[src/rtl/eth_tx_arbiter.sv]
// eth_tx_arbiter
//   A 2:1 round-robin arbiter that works on whole packets. It lets two AXI-Stream
//   requesters share one CMAC TX port. Beats from different packets are never
//   interleaved, because a grant is held until the granted packet's tlast beat.
//   A single register slot drives m_axis_*. Each accepted beat shows up there one
//   cycle later, and the block can move one beat per cycle with no bubbles.
//
// Ports
//   clk_161mhz_in, rstn_161mhz_in : clock; asynchronous active-low reset
//   tx_enable_in                  : 1 = new packets may be granted
//   s0_axis_*, s1_axis_*          : requester 0 / requester 1 (AXIS slave)
//   m_axis_*                      : to CMAC TX (AXIS master, registered)
//   busy_out                      : a packet is locked (ST_LOCK0 / ST_LOCK1)
//   pkt_cnt0_out, pkt_cnt1_out    : tlast beats accepted per port (wrapping)
//
// state    | meaning
// ST_IDLE  | no packet open; grant select active, first beat accepted same cycle
// ST_LOCK0 | mid-packet on port 0; only port 0 beats accepted
// ST_LOCK1 | mid-packet on port 1; only port 1 beats accepted
module eth_tx_arbiter #(
  parameter int DATA_WIDTH = 512,
  parameter int KEEP_WIDTH = DATA_WIDTH / 8,
  parameter int USER_WIDTH = 17,
  parameter int CNT_WIDTH  = 32
) (
  input  logic                  clk_161mhz_in,
  input  logic                  rstn_161mhz_in,
  input  logic                  tx_enable_in,
  input  logic [DATA_WIDTH-1:0] s0_axis_tdata,
  input  logic [KEEP_WIDTH-1:0] s0_axis_tkeep,
  input  logic                  s0_axis_tvalid,
  output logic                  s0_axis_tready,
  input  logic                  s0_axis_tlast,
  input  logic [USER_WIDTH-1:0] s0_axis_tuser,
  input  logic [DATA_WIDTH-1:0] s1_axis_tdata,
  input  logic [KEEP_WIDTH-1:0] s1_axis_tkeep,
  input  logic                  s1_axis_tvalid,
  output logic                  s1_axis_tready,
  input  logic                  s1_axis_tlast,
  input  logic [USER_WIDTH-1:0] s1_axis_tuser,
  output logic [DATA_WIDTH-1:0] m_axis_tdata,
  output logic [KEEP_WIDTH-1:0] m_axis_tkeep,
  output logic                  m_axis_tvalid,
  input  logic                  m_axis_tready,
  output logic                  m_axis_tlast,
  output logic [USER_WIDTH-1:0] m_axis_tuser,
  output logic                  busy_out,
  output logic [CNT_WIDTH-1:0]  pkt_cnt0_out,
  output logic [CNT_WIDTH-1:0]  pkt_cnt1_out
);

  typedef enum logic [1:0] {ST_IDLE, ST_LOCK0, ST_LOCK1} state_t;

  state_t state, state_nxt;
  logic   last_grant;
  logic   out_en;
  logic   slot_free;
  logic   gnt0, gnt1;
  logic   acc0, acc1;

  // out_en keeps both tready outputs low while reset is asserted. Without it,
  // the idle grant path would raise tready during reset.
  always_comb begin
    slot_free = ~m_axis_tvalid | m_axis_tready;
    gnt0      = 1'b0;
    gnt1      = 1'b0;
    if (state == ST_IDLE && tx_enable_in) begin
      if (s0_axis_tvalid && (!s1_axis_tvalid || last_grant))
        gnt0 = 1'b1;
      else if (s1_axis_tvalid)
        gnt1 = 1'b1;
    end
    s0_axis_tready = out_en & slot_free & (gnt0 | (state == ST_LOCK0));
    s1_axis_tready = out_en & slot_free & (gnt1 | (state == ST_LOCK1));
    acc0 = s0_axis_tready & s0_axis_tvalid;
    acc1 = s1_axis_tready & s1_axis_tvalid;

    state_nxt = state;
    case (state)
      ST_IDLE: begin
        if (acc0 && !s0_axis_tlast)
          state_nxt = ST_LOCK0;
        else if (acc1 && !s1_axis_tlast)
          state_nxt = ST_LOCK1;
      end
      ST_LOCK0: if (acc0 && s0_axis_tlast) state_nxt = ST_IDLE;
      ST_LOCK1: if (acc1 && s1_axis_tlast) state_nxt = ST_IDLE;
      default:  state_nxt = ST_IDLE;
    endcase
  end

  always_ff @(posedge clk_161mhz_in or negedge rstn_161mhz_in) begin
    if (!rstn_161mhz_in) begin
      state         <= ST_IDLE;
      busy_out      <= 1'b0;
      last_grant    <= 1'b1;
      out_en        <= 1'b0;
      m_axis_tvalid <= 1'b0;
      m_axis_tdata  <= '0;
      m_axis_tkeep  <= '0;
      m_axis_tlast  <= 1'b0;
      m_axis_tuser  <= '0;
      pkt_cnt0_out  <= '0;
      pkt_cnt1_out  <= '0;
    end else begin
      out_en   <= 1'b1;
      state    <= state_nxt;
      busy_out <= (state_nxt != ST_IDLE);

      if (acc0) begin
        m_axis_tvalid <= 1'b1;
        m_axis_tdata  <= s0_axis_tdata;
        m_axis_tkeep  <= s0_axis_tkeep;
        m_axis_tlast  <= s0_axis_tlast;
        m_axis_tuser  <= s0_axis_tuser;
      end else if (acc1) begin
        m_axis_tvalid <= 1'b1;
        m_axis_tdata  <= s1_axis_tdata;
        m_axis_tkeep  <= s1_axis_tkeep;
        m_axis_tlast  <= s1_axis_tlast;
        m_axis_tuser  <= s1_axis_tuser;
      end else if (m_axis_tready) begin
        m_axis_tvalid <= 1'b0;
      end

      // Round-robin pointer moves only on the first beat of a packet.
      if (state == ST_IDLE) begin
        if (acc0)
          last_grant <= 1'b0;
        else if (acc1)
          last_grant <= 1'b1;
      end

      if (acc0 && s0_axis_tlast) pkt_cnt0_out <= pkt_cnt0_out + 1'b1;
      if (acc1 && s1_axis_tlast) pkt_cnt1_out <= pkt_cnt1_out + 1'b1;
    end
  end

endmodule
[config.mk]
export PLATFORM = sky130hd
export DESIGN_NAME = eth_tx_arbiter
export DESIGN_NICKNAME = d
export VERILOG_FILES = /design/src/rtl/eth_tx_arbiter.sv
export SDC_FILE = /design/constraint.sdc
export NUM_CORES = 2
export LEC_CHECK = 0
export ABC_AREA = 1
export ABC_CLOCK_PERIOD_IN_PS = 2200
export BUFFER_PORTS_ARGS = -buffer_cell sky130_fd_sc_hd__buf_2
export CAP_MARGIN = 20
export CORE_AREA = 5 5 718 720
export DETAILED_ROUTE_END_ITERATION = 12
export DIE_AREA = 0 0 723 725
export GPL_TIMING_DRIVEN = 1
export MAX_ROUTING_LAYER = met4
export PLACE_DENSITY_LB_ADDON = 0.3
export SYNTH_ARGS = -nofsm -noshare
export SYNTH_HDL_FRONTEND = slang
export SYNTH_SLANG_ARGS = --single-unit
[constraint.sdc]
create_clock -name clk_161mhz_in -period 2.2 [get_ports clk_161mhz_in]
set_input_delay 0.11 -clock clk_161mhz_in [delete_from_list [all_inputs] [get_ports clk_161mhz_in]]
set_output_delay 0.11 -clock clk_161mhz_in [all_outputs]
set_load 0.01 [all_outputs]
# Word-level counts from Yosys, hierarchy flattened
# Cells that the tools add are included.
dict set report word_totals {
  register_bits 664
  in_bits 1194
  output_inout_bits 662
  word_cells 62
}
dict set report classes {
  add_sub_neg 2
  n_eq_ne 2
  mux 23
  bitwise_logic 9
  n_reduce_logical 15
}
# operator n
set ops {}
lappend ops {{512-bit two-way mux} 2}
lappend ops {{64-bit two-way mux} 2}
lappend ops {{32-bit by 1-bit adder with 32-bit output (second input constant)} 2}
lappend ops {{17-bit two-way mux} 2}
lappend ops {{1-bit two-way mux} 12}
lappend ops {{2-bit two-way mux} 4}
lappend ops {{1-bit logical AND} 6}
lappend ops {{2-bit one-hot mux with 3 select lines} 1}
lappend ops {{1-bit AND} 5}
lappend ops {{2-bit nonzero test} 2}
lappend ops {{1-bit logical NOT} 3}
lappend ops {{1-bit OR} 3}
lappend ops {{3-bit nonzero test} 1}
lappend ops {{2-bit by 1-bit == test with 1-bit output (second input constant)} 1}
lappend ops {{2-bit == test (second input constant)} 1}
lappend ops {{2-bit logical NOT} 1}
lappend ops {{2-bit AND reduction} 1}
lappend ops {{1-bit logical OR} 1}
lappend ops {{1-bit NOT} 1}

# Logic depth before layout (Yosys ltp)
dict set report logic_depth {
  ltp_word 13
  depth_mapped 12
  mapped_depth_nobuf 10
}

# Least setup slack after synthesis
# Ideal clock, no wire load.
dict set report synth_timing {
  kind {reg2reg}
  from {register m_axis_tvalid}
  to {register m_axis_tdata[289]}
  t_arrival_ns 1.578
  slack_ns 0.504
  stages_incl_launch_ff 10
  n_path_buf 4
  synth_period_minus_slack_ns 1.696
  cell_sequence {dfrtp_1 > inv_1 > o21a_1 > buf_2 > buf_2 > buf_2 > buf_1 > nand4_1 > nand3_1 > nand2_1}
}
dict set report synth_via {
  elab_chain_cells 6
  elab_cells_between_ends 9
  cone_classes {mux: 1; bitwise: 7; reduce/logical: 1}
}
# element line_no
set synth_lines {}
lappend synth_lines {{from (decl)} 43} ;# output logic m_axis_tvalid,
lappend synth_lines {{from (signal assigned)} 98} ;# m_axis_tvalid <= 1'b0;
lappend synth_lines {{from (signal assigned)} 111} ;# m_axis_tvalid <= 1'b1;
lappend synth_lines {{from (signal assigned)} 117} ;# m_axis_tvalid <= 1'b1;
lappend synth_lines {{1-bit NOT *} 64} ;# slot_free = ~m_axis_tvalid | m_axis_tready;
lappend synth_lines {{1-bit OR *} 64}
lappend synth_lines {{1-bit AND *} {73, 74}}
lappend synth_lines {{1-bit AND (on tied branches)} {73, 74}}
lappend synth_lines {{1-bit AND (on tied branches)} {75, 76}}
lappend synth_lines {{512-bit two-way mux or 2-bit nonzero test (tied branches)} n/a}
lappend synth_lines {{to (signal assigned)} 112} ;# m_axis_tdata <= s0_axis_tdata;
lappend synth_lines {{to (signal assigned)} 118} ;# m_axis_tdata <= s1_axis_tdata;
lappend synth_lines {{to (decl)} 41} ;# output logic [DATA_WIDTH-1:0] m_axis_tdata,
# Every way passes the cells marked *; elsewhere a longest branch is shown, timed or not.
# A chain may end at the register's enable or synchronous reset.

# Worst setup path in the final report
dict set report layout_timing {
  from {register last_grant}
  to {register m_axis_tdata[461]}
}
dict set report layout_via {
  elab_chain_cells 8
  elab_cells_between_ends 14
  cone_classes {mux: 5; bitwise: 6; reduce/logical: 3}
}
# element line_no
set layout_lines {}
lappend layout_lines {{from (decl)} 55} ;# logic last_grant;
lappend layout_lines {{from (signal assigned)} 96} ;# last_grant <= 1'b1;
lappend layout_lines {{from (signal assigned)} 129} ;# last_grant <= 1'b0;
lappend layout_lines {{from (signal assigned)} 131} ;# last_grant <= 1'b1;
lappend layout_lines {{1-bit logical OR *} 68} ;# if (s0_axis_tvalid && (!s1_axis_tvalid || last_grant))
lappend layout_lines {{1-bit logical AND *} 68}
lappend layout_lines {{1-bit two-way mux} 68}
lappend layout_lines {{1-bit two-way mux} 67} ;# if (state == ST_IDLE && tx_enable_in) begin
lappend layout_lines {{1-bit OR (on tied branches)} {73, 74}}
lappend layout_lines {{1-bit AND (on tied branches)} {73, 74}}
lappend layout_lines {{1-bit AND (on tied branches)} {75, 76}}
lappend layout_lines {{512-bit two-way mux or 2-bit nonzero test (tied branches)} n/a}
# Marked as above.

==> flow_summary_export.csv <==
group,metric,value,unit
worst_setup_path,regToRegStartpoint,"last_grant$_DFFE_PN1P_",
route,detailroute.via_count,55500,
min_path,min-delay-path-class,"input port to async pin",
layout,area_delta_synth_final,104,%
grt,wire_length_of_the_first_global_routing_pass,577000,um
grt,antenna_found_initial,430,
sta,clock_skew,86.5,ps
place,pre_cts_setup_slack,-75.8,ps
place,post-place-cells,14400,
worst_setup_path,crit-reg2reg-capture,"m_axis_tdata[461]$_DFFE_PN0N_",
sta,drv_slew,0,
sta,hold_violations,0,
route,routed_wirelength,465000,um
clock_network,clock_insertion_delay_worst_skew,880,ps
die,core.rowCount,262,
synth,post_synthesis_cell_count,5830,
sta,grt_setup_unrepaired,"yes",
grt,grt_start_max_net_pins,111,
power,p_leak,41.5,nW
clock_network,clkTransAtPathRegs,60,ps
route,vias_per_cell,3.41,
route,antenna_left,0,
place,numPortBuffers,1855,
synth,synth-warning-count,0,
worst_setup_path,critical_path.endpoint_type,"flop",
worst_setup_path,worst_setup_path_start_kind,"flop",
place,hpwl,384000,um
run,timing.max_cap.violations,0,
die,die_h,725,um
worst_setup_path,worstPathArrival,3030,ps
grt,overflow,0,
sta,maxSlewHeadroom,47.4,%
place,gpl.final_weighted_congestion,1.12,
sta,final.setup.worst_slack,-145,ps
synth,post_synth_instance_area,38900,um2
layout,drive_above_1_share,30.4,%
sta,report.final.setup_viol,424,
layout,post-route-cell-area,79400,um2
sta,whs,52.2,ps
synth,ys_seq_elements,664,
grt,grt_use_total,17.1,%
route,drc,0,
layout,final_net_count,10300,
worst_setup_path,reg_to_reg_setup_timing_slack,-140,ps
power,power-per-cell-area,930,nW/um2
clock_network,ctsRootBufferMaster,"clkbuf_16",
synth,synth-seq-area-share,42.8,%
clock_network,clock_buffers_created_by_tritoncts,99,
layout,stdcell_count,16300,
sta,clock.fmax,0.426,GHz
worst_setup_path,path_class,"flop to flop",
die,coreArea,508000,um2
die,initial_utilization,7.65,%
sta,worstMarginPinSlew,787,ps
clock_network,cts.sinks,664,
layout,ff_latch_area,16600,um2
worst_setup_path,cp.required,2890,ps
status,violations,"setup timing",
sta,period_needed,2340,ps
die,die_area,524000,um2
layout,n_fill_cell,58400,
clock_network,htreeDepth,3,
sta,finalCritPeriodShare,107,%
worst_setup_path,r2r.worst_path.cells,12,
grt,via_count_of_the_first_global_routing_pass,54600,
layout,total_area_of_multi_input_combinational_cells,17300,um2
synth,synth.net_count,7026,
power,ir_worst_vdd,0.000610,V
clock_network,clk_path_buf_depth,4,
route,routedWlPerCell,28.5,um
clock_network,cts_tree,"built",
place,placement.cell_area,58700,um2
die,ioPinCount,1856,
synth,synthDistinctLibCells,26,
synth,avgSynthCellArea,6.66,um2
status,outcome,"finished with violations",
route,first_iter_violations,4535,
route,drt_first_pass_iters,5,
die,dieWidth,723,um
worst_setup_path,critical_path_peak_fanout,18,
[kinds of logic after synthesis]
kind of cell    count (synthesis)  synth area share (%)
simple gates                 3463                  39.5
buf+inv                      1636                  16.5
flops                         664                  42.8
compound gates                 32                 0.444
xor+xnor                       32                 0.721
fa+ha+maj                       2                0.0644
other cells                     1               0.00965
[state kept, by name (all words and copies together), names as in the netlist]
register,count
m_axis_tdata,512
m_axis_tkeep,64
pkt_cnt0_out,32
pkt_cnt1_out,32
m_axis_tuser,17
state,2
busy_out,1
last_grant,1
m_axis_tlast,1
m_axis_tvalid,1
out_en,1
[power breakdown]
| group | switching [mW] | internal [mW] | leakage [nW] |
|---|---|---|---|
| combinational | 22.9 | 12.5 | 31.5 |
| sequential | 3.97 | 17.5 | 8.36 |
| clock | 7.04 | 9.87 | 1.60 |
| total | 33.9 | 39.9 | 41.5 |
[metrics by stage]
stage	total power [mW]	TNS, ps	utilization (%)
after floorplan	32.0	0	-
after global placement	51.7	-5600	11.6
after detailed placement	51.6	-875	11.6
after CTS	73.2	-32440	14.9
after global routing	77.8	-64210	15.6
final	73.8	-20850	15.6
[repair_timing]
action / CTS / global route
pin swaps: 10 / 94
buffers inserted: 21 / 26
cloned: 26 / 47
endpoints found under the hold margin: 1326 / 0
gates resized for setup: 177 / 373
hold buffers: 1202 / 0
endpoints found under the setup margin: 387 / 627
[synthesized netlist by cell type]
library cell,number,share of area (%)
nand3b_1,17,0.33
buf_4,5,0.097
nor2_1,105,1.0
inv_2,3,0.029
o21ai_0,27,0.35
or2_2,1,0.016
xor2_1,24,0.54
inv_1,1227,12
a21boi_0,2,0.039
clkbuf_1,184,1.8
nor2_4,1,0.029
buf_2,202,2.6
a21boi_1,2,0.039
o21a_1,1,0.019
nand3_2,1,0.026
nand4_1,595,9.6
buf_1,15,0.14
nand2_1,2130,21
dfstp_2,1,0.068
dfrtp_1,663,43
nand4_2,1,0.032
nand2_2,1,0.016
conb_1,1,0.0097
nand3_1,611,7.9
xnor2_1,8,0.18
ha_1,2,0.064
[cell usage in the layout (no fill, tap or decap), types with 2 or more instances in the layout]
| cell | netlist | routed |
|---|---|---|
| a21boi_2 | 0 | 3 |
| buf_12 | 0 | 76 |
| buf_16 | 0 | 49 |
| buf_2 | 202 | 1852 |
| buf_4 | 5 | 240 |
| buf_6 | 0 | 51 |
| buf_8 | 0 | 22 |
| bufbuf_16 | 0 | 6 |
| bufinv_16 | 0 | 8 |
| clkbuf_1 | 184 | 29 |
| clkbuf_16 | 0 | 141 |
| clkbuf_8 | 0 | 19 |
| clkinv_2 | 0 | 13 |
| clkinv_4 | 0 | 2 |
| clkinvlp_4 | 0 | 3 |
| dfrtp_1 | 663 | 663 |
| diode_2 | 0 | 424 |
| dlygate4sd3_1 | 0 | 1201 |
| ha_1 | 2 | 2 |
| inv_1 | 1227 | 1225 |
| inv_2 | 3 | 4 |
| inv_6 | 0 | 2 |
| nand2_1 | 2130 | 1937 |
| nand2_2 | 1 | 118 |
| nand2_4 | 0 | 70 |
| nand2_8 | 0 | 6 |
| nand3_1 | 611 | 529 |
| nand3_2 | 1 | 74 |
| nand3_4 | 0 | 9 |
| nand3b_1 | 17 | 17 |
| nand4_1 | 595 | 595 |
| nor2_1 | 105 | 103 |
| nor2_4 | 1 | 3 |
| o21ai_0 | 27 | 27 |
| xnor2_1 | 8 | 8 |
| xor2_1 | 24 | 24 |
[metal layers]
layer  wire length [um]  vias to the layer above  track usage (%)
met2             207000                     2692             26.4
met1             194000                    27200             20.5
met4              19600                        0             5.75
li1                   -                    25000                -
met3              44500                      688             6.23
met5                  0                        -                -
[worst max-delay path by stage]
stage                                    startpoint                            end  slack (ps)  depth (start not counted)
after global placement       last_grant$_DFFE_PN1P_  m_axis_tdata[279]$_DFFE_PN0N_        -120                         12
after global routing         last_grant$_DFFE_PN1P_                 s0_axis_tready        -200                          6
after CTS                        state[1]$_DFF_PN0_                 s1_axis_tready        -150                          8
final                        last_grant$_DFFE_PN1P_  m_axis_tdata[461]$_DFFE_PN0N_        -140                         12
after floorplan           m_axis_tvalid$_DFFE_PN0P_  m_axis_tdata[289]$_DFFE_PN0N_         500                          9
after detailed placement     last_grant$_DFFE_PN1P_  m_axis_tdata[279]$_DFFE_PN0N_         -80                         12
[cell type report]
class                   count  share of cell area [%]
multi-input cells        3530                    21.7
clock buffers             147                    3.59
well taps                6732                    10.6
flip-flops and latches    664                    20.9
diodes                    424                    1.34
repair buffers           3539                    35.4
clock inverters            31                   0.541
inverters                1230                    5.83
[critical path: stages (launching register included)]
cell and delay, ps:
dfstp_2 540, inv_2 40, a21boi_2 140, nand2_2 90, nand2_4 130, nand3_4 150, nand2_8 170, inv_8 50
buf_4 140, buf_12 150, clkbuf_16 290, nand2_1 70, nand2_1 50
(Power assumes the default switching activity.)
